$ cat config.mk
export PLATFORM = sky130hd
export DESIGN_NAME = fir_mac_engine
export DESIGN_NICKNAME = d
export VERILOG_FILES = /design/src/rtl/fir_pkg.sv /design/src/rtl/fir_delay_line.sv /design/src/rtl/fir_mac_engine.sv
export SDC_FILE = /design/constraint.sdc
export NUM_CORES = 2
export LEC_CHECK = 0
export ABC_CLOCK_PERIOD_IN_PS = 21600
export BUFFER_PORTS_ARGS = -buffer_cell sky130_fd_sc_hd__buf_2
export CORE_MARGIN = 2
export CORE_UTILIZATION = 59
export CTS_CLUSTER_SIZE = 8
export DETAILED_ROUTE_END_ITERATION = 16
export PLACE_DENSITY = 0.72
export SYNTH_ARGS = -nofsm -noshare
export SYNTH_HDL_FRONTEND = slang
export SYNTH_HIERARCHICAL = 1
export SYNTH_SLANG_ARGS = --single-unit
$ cat constraint.sdc
create_clock -name clk -period 21.6 [get_ports clk]
set_input_delay 4.32 -clock clk [delete_from_list [all_inputs] [get_ports clk]]
set_output_delay 4.32 -clock clk [all_outputs]
set_load 0.05 [all_outputs]
$ cat src/rtl/fir_pkg.sv
// Shared definitions for the FIR MAC engine.
//   fir_state_e : sequencing states (idle / multiply-accumulate / output)
//   clog2       : ceiling log2 for index widths
//   round_shr   : round-half-up arithmetic right shift on a widened accumulator
//   sat_clip    : clamp a rounded value into a signed OUT_W range, flagging saturation
package fir_pkg;

    typedef enum logic [1:0] {
        StIdle,
        StMac,
        StOut
    } fir_state_e;

    // Container width for the output-stage helpers; accumulators up to 64 bits are supported.
    localparam int unsigned MAX_W = 64;

    function automatic int unsigned clog2(input int unsigned n);
        int unsigned r;
        r = 0;
        while ((64'd1 << r) < 64'(n)) begin
            r++;
        end
        return r;
    endfunction

    // One extra bit of headroom so the rounding add can never wrap.
    function automatic logic signed [MAX_W:0] round_shr(input logic signed [MAX_W-1:0] acc,
                                                        input int unsigned sh);
        logic signed [MAX_W:0] wide;
        logic signed [MAX_W:0] half;
        wide = {acc[MAX_W-1], acc};
        if (sh == 0) begin
            return wide;
        end
        half = {{MAX_W{1'b0}}, 1'b1};
        half = half <<< (sh - 1);
        wide = wide + half;
        return wide >>> sh;
    endfunction

    function automatic logic signed [MAX_W:0] sat_clip(input logic signed [MAX_W:0] r,
                                                       input int unsigned out_w,
                                                       output logic sat);
        logic signed [MAX_W:0] one;
        logic signed [MAX_W:0] hi;
        logic signed [MAX_W:0] lo;
        logic signed [MAX_W:0] res;
        one = {{MAX_W{1'b0}}, 1'b1};
        hi  = (one <<< (out_w - 1)) - one;
        lo  = ~hi;
        sat = 1'b0;
        res = r;
        if (r > hi) begin
            res = hi;
            sat = 1'b1;
        end else if (r < lo) begin
            res = lo;
            sat = 1'b1;
        end
        return res;
    endfunction

endpackage

$ cat src/rtl/fir_delay_line.sv
// TAPS-deep sample shift register with an indexed read port.
//   clk, rst : clock, asynchronous active-high reset (clears all taps)
//   load     : shift din into tap 0, every tap moves one place older, oldest dropped
//   din      : incoming sample
//   rd_idx   : tap to read (0 = newest)
//   rd_data  : selected tap contents
module fir_delay_line #(
    parameter int unsigned DATA_W = 16,
    parameter int unsigned TAPS   = 8,
    parameter int unsigned IDX_W  = 3
) (
    input  logic              clk,
    input  logic              rst,
    input  logic              load,
    input  logic [DATA_W-1:0] din,
    input  logic [IDX_W-1:0]  rd_idx,
    output logic [DATA_W-1:0] rd_data
);

    logic [DATA_W-1:0] tap_q [TAPS];

    always_ff @(posedge clk or posedge rst) begin
        if (rst) begin
            for (int k = 0; k < int'(TAPS); k++) begin
                tap_q[k] <= '0;
            end
        end else if (load) begin
            tap_q[0] <= din;
            for (int k = 1; k < int'(TAPS); k++) begin
                tap_q[k] <= tap_q[k-1];
            end
        end
    end

    assign rd_data = tap_q[rd_idx];

endmodule

$ cat src/rtl/fir_mac_engine.sv
// Sequential FIR filter: one shared multiply-accumulate walks the delay line, then the
// accumulator is rounded, shifted and saturated into the output sample.
//   clk, rst   : clock, asynchronous active-high reset
//   x_valid    : sample offered; taken when x_ready is high
//   x_data     : input sample (signed)
//   x_ready    : high only while idle
//   coef_we    : coefficient write strobe, honoured only while idle
//   coef_addr  : coefficient index (0 pairs with the newest sample)
//   coef_data  : coefficient value (signed)
//   shift      : arithmetic right shift applied to the accumulator at output time
//   y_valid    : one-cycle pulse marking a fresh y_data
//   y_data     : filtered sample, held until the next y_valid
//   y_sat      : saturation flag for the current y_data
//   busy       : a MAC sequence is in progress
module fir_mac_engine
    import fir_pkg::*;
#(
    parameter int unsigned DATA_W = 16,
    parameter int unsigned COEF_W = 16,
    parameter int unsigned TAPS   = 8,
    parameter int unsigned ACC_W  = 40,
    parameter int unsigned OUT_W  = 16,
    parameter int unsigned SH_W   = 6,
    localparam int unsigned IDX_W = clog2(TAPS)
) (
    input  logic              clk,
    input  logic              rst,
    input  logic              x_valid,
    input  logic [DATA_W-1:0] x_data,
    output logic              x_ready,
    input  logic              coef_we,
    input  logic [IDX_W-1:0]  coef_addr,
    input  logic [COEF_W-1:0] coef_data,
    input  logic [SH_W-1:0]   shift,
    output logic              y_valid,
    output logic [OUT_W-1:0]  y_data,
    output logic              y_sat,
    output logic              busy
);

    fir_state_e state_q, state_d;

    logic [IDX_W-1:0]        idx_q, idx_d;
    logic signed [ACC_W-1:0] acc_q, acc_d;
    logic [COEF_W-1:0]       coef_q [TAPS];
    logic [OUT_W-1:0]        y_hold_q;
    logic                    y_sat_hold_q;

    logic                    accept;
    logic                    last_tap;
    logic [DATA_W-1:0]       tap_rd;
    logic signed [DATA_W+COEF_W-1:0] prod;

    logic signed [MAX_W-1:0] acc_ext;
    logic signed [MAX_W:0]   rounded;
    int unsigned             sh_eff;
    logic [OUT_W-1:0]        y_new;
    logic                    sat_new;

    assign accept   = (state_q == StIdle) && x_valid;
    assign last_tap = (idx_q == IDX_W'(TAPS - 1));
    assign prod     = $signed(tap_rd) * $signed(coef_q[idx_q]);

    fir_delay_line #(
        .DATA_W (DATA_W),
        .TAPS   (TAPS),
        .IDX_W  (IDX_W)
    ) u_delay_line (
        .clk     (clk),
        .rst     (rst),
        .load    (accept),
        .din     (x_data),
        .rd_idx  (idx_q),
        .rd_data (tap_rd)
    );

    // ---------------- FSM: state register ----------------
    always_ff @(posedge clk or posedge rst) begin
        if (rst) begin
            state_q <= StIdle;
        end else begin
            state_q <= state_d;
        end
    end

    // ---------------- FSM: next state ----------------
    always_comb begin
        state_d = state_q;
        unique case (state_q)
            StIdle:  if (x_valid) state_d = StMac;
            StMac:   if (last_tap) state_d = StOut;
            StOut:   state_d = StIdle;
            default: state_d = StIdle;
        endcase
    end

    // ---------------- FSM: outputs ----------------
    always_comb begin
        x_ready = (state_q == StIdle);
        busy    = (state_q != StIdle);
        y_valid = (state_q == StOut);
        // Fresh result is driven straight from the accumulator during OUT, then held.
        y_data  = y_valid ? y_new : y_hold_q;
        y_sat   = y_valid ? sat_new : y_sat_hold_q;
    end

    // ---------------- MAC datapath ----------------
    always_comb begin
        acc_d = acc_q;
        idx_d = idx_q;
        unique case (state_q)
            StIdle: begin
                if (accept) begin
                    acc_d = '0;
                    idx_d = '0;
                end
            end
            StMac: begin
                acc_d = acc_q + ACC_W'(prod);
                idx_d = last_tap ? '0 : idx_q + IDX_W'(1);
            end
            default: ;
        endcase
    end

    always_ff @(posedge clk or posedge rst) begin
        if (rst) begin
            acc_q <= '0;
            idx_q <= '0;
        end else begin
            acc_q <= acc_d;
            idx_q <= idx_d;
        end
    end

    // Writes land only in IDLE so the bank is frozen for a whole sequence; a write on the
    // accept edge is visible to that sequence because tap 0 is read one cycle later.
    always_ff @(posedge clk or posedge rst) begin
        if (rst) begin
            for (int k = 0; k < int'(TAPS); k++) begin
                coef_q[k] <= '0;
            end
        end else if (state_q == StIdle && coef_we && 32'(coef_addr) < TAPS) begin
            coef_q[coef_addr] <= coef_data;
        end
    end

    // ---------------- Output stage ----------------
    always_comb begin
        acc_ext = MAX_W'(acc_q);
        sh_eff  = (32'(shift) >= ACC_W) ? ACC_W - 1 : 32'(shift);
        rounded = round_shr(acc_ext, sh_eff);
        sat_new = 1'b0;
        y_new   = OUT_W'(sat_clip(rounded, OUT_W, sat_new));
    end

    always_ff @(posedge clk or posedge rst) begin
        if (rst) begin
            y_hold_q     <= '0;
            y_sat_hold_q <= 1'b0;
        end else if (state_q == StOut) begin
            y_hold_q     <= y_new;
            y_sat_hold_q <= sat_new;
        end
    end

endmodule

==> impl_results.md <==
- Share of cells above drive strength 1: about 15%
- Most common cell on crit path: nor2_1
- Clock sink count: roughly 320
- Site row count: 92
- Initial antenna violation count: 2
- First-pass GRT wire length: 180000 um
- Count of hold-fix buffers inserted at cts: 0
- Fin crit share: 85.8%
- Synth Area in Compound Gates: 16.8%
- Unique masters post-synth: 102
- Post-synth EDFFs: 0
- Slew @ Worst Pin: 1150 ps
- Post-synth top cells: nand2_1 (458), inv_1 (337), fa_1 (331)
- Hold WC Path Type: flop to flop
- Chip height: approximately 250 um
- Post-CTS sizing: 0
- Largest family of logic cells by synthesized area: adder cells
- Post-DP HPWL: 89700 um
- XOR/XNOR Fraction of Synth Area: 1.83%
- Asr flop ratio synth: 100%
- Worst EP required: 17280 ps
- Largest net degree at the start of global routing: 111
- Total core area: 62600 sq um
- Number of detailed-route iterations in the first pass: 7
- Initial core utilization: around three fifths
- Adder-cell share of the synthesized area: 24.0%
- Worst path slowest cell: xor2_2
- Critical path class: input pin to output pin
- Crit path max fanout: 63
- DRC viols: 0
- CTS tree: done
- Largest stage delay, worst path: 920 ps
- Die width: between 200 and 300 um
- Htree depth: 2
- CTS clk-pin slew, worst paths: 50 ps
- Wire per inst: between 20 and 25 um
- Main synth FF type: dfrtp_1
- Maxcap violations: 0
- Post-Syn Area per Cell: 9.20 sq um
- Latest clock arrival within the worst-skew pair: between 500 and 600 ps
- ANT nets after route: 0
- RSZ-0062 raised after global routing: no
- Clk root buf: clkbuf_16
- WL final: 116000 um
- CP arrival: between 10000 and 15000 ps
- Area contributors post-synth: dfrtp_1 (21%), fa_1 (18%), mux2_2 (8.8%), ha_1 (6.2%), nand2_1 (4.6%)
- Status: completed
- Postcts setup bufs: 0
- Most common cell in the netlist: nand2_1
- Synth Instances: ~4000
- Crit. End Element: output pin
- Area share of the largest cell type after synthesis: 21.4%
- Area post-placement: 38000 sq um
- Detailed Route Iter0 Violations: 2967
- TNS Setup: 0 ps
- Vias in the first global route: 31600
- Cell taking the most area after synthesis: dfrtp_1
- IO Port Bufs: 64
- Grt total ovfl: 0
- Vias per cell: 6.54
- Number of top-level pins: between 60 and 70
- Post-route cell area: 39400 sq um
- Via Count: 31600
- Startpoint Class: input pin
- Deepest clock path buffer count: 3
- Final Hold Viols: 0
- Max Slew Vio Count: 0
- CTS Buf Count: 47
- Fmax: 54.0 MHz
- Fraction of synthesized area in multiplexers: 14.7%
- Simple-gate share of the synthesized area: between 10% and 20%
- Die Area: 65000 sq um
- Post-synthesis sequential area ratio: 21.4%
- Final Setup Violations: 0
- Fin nets: between 4000 and 5000
- Synth warn: 6
- GPL Wtd Cong: 1.07
- Area growth, synth to finish: 5.91%
- Flop and latch count out of synthesis: 318
- GRT Overall Usage: 35.9%
- Period minus WS final: 18530 ps
- Slew margin rel.: 23.0%
- Synthesized area: 37200 sq um
- Final Skew: roughly 29 ps
-- cell families after synthesis --
group	after synthesis
simple gates	1217
compound gates	921
buf+inv	576
fa+ha+maj	514
mux	414
flops	318
xor+xnor	77
other cells	1
-- placed cells by master, fill, tap and decap left out, drive strengths merged, types with 24 or more instances in the layout --
cell / count
xnor2: 44
o211ai: 54
nand4: 53
mux4: 68
or3: 25
o21ai: 188
ha: 183
mux2: 292
nand2b: 25
clkbuf: 51
nand2: 459
fa: 331
nor3: 77
and2: 55
dfrtp: 318
nor2: 282
o21a: 34
xor2: 33
or2: 27
inv: 340
nand3: 71
a31oi: 38
o22ai: 24
a21oi: 225
a211oi: 63
buf: 108
a21o: 53
and3: 26
mux2i: 54
nor2b: 61
-- cell type report --
class | count | area, sq um
antenna | 1 | 2.50
clock buffer | 51 | 1210
clock inverter | 6 | 120
fill | 5381 | 23300
inverter | 340 | 1290
multi-input combinational | 3161 | 27100
sequential | 318 | 7970
tap | 846 | 1060
timing repair buffer | 108 | 651
-- worst max-delay path, delay by kind of cell --
kind | cells | cell delay [ps]
XOR/XNOR | 2 | 1140
AO/OA/AOI/OAI | 9 | 3760
adder cells (fa/ha/maj) | 2 | 910
buffers and inverters | 4 | 1290
AND/OR/NAND/NOR | 10 | 2770
-- through the flow --
stage          std cells  util [%]  hold WS (ps)  worst slack [ps]
6_report            4831      62.9           474              3070
5_1_grt             4830      62.8           485              2650
4_1_cts             4830      62.8           475              3360
3_5_place_dp        4773      60.7           457              3380
3_3_place_gp        4773      60.7           461              3490
2_1_floorplan       4055         -           472              3540
-- worst paths after layout --
path,startpoint,endpoint,slack [ps],cells past startpoint
min in group asynchronous,rst,coef_q[28],3860,2
min reg2reg,y_hold_q[14],y_hold_q[14],470,2
min,y_hold_q[14],y_hold_q[14],470,2
max in group asynchronous,rst,idx_q[0],16000,3
max,shift[4],y_data[2],3070,27
max reg2reg,idx_q[0],acc_q[39],12060,30
-- per-layer routing --
layer	global-route usage (%)	vias to the layer above	routed length, um
met3	5.54	387	8840
met5	0	-	13
li1	-	14200	-
met4	18.7	2	6930
met1	47.0	15700	46500
met2	57.8	1371	53300
-- registers in the layout (all words and copies together) (netlist names) --
register / cells
coef_q: 128
u_delay_line/tap_q: 128
acc_q: 40
y_hold_q: 16
idx_q: 3
state_q: 2
y_sat_hold_q: 1
Power is not shown: default switching activity piles up to over one toggle a cycle in this logic, so the estimate is an artifact.
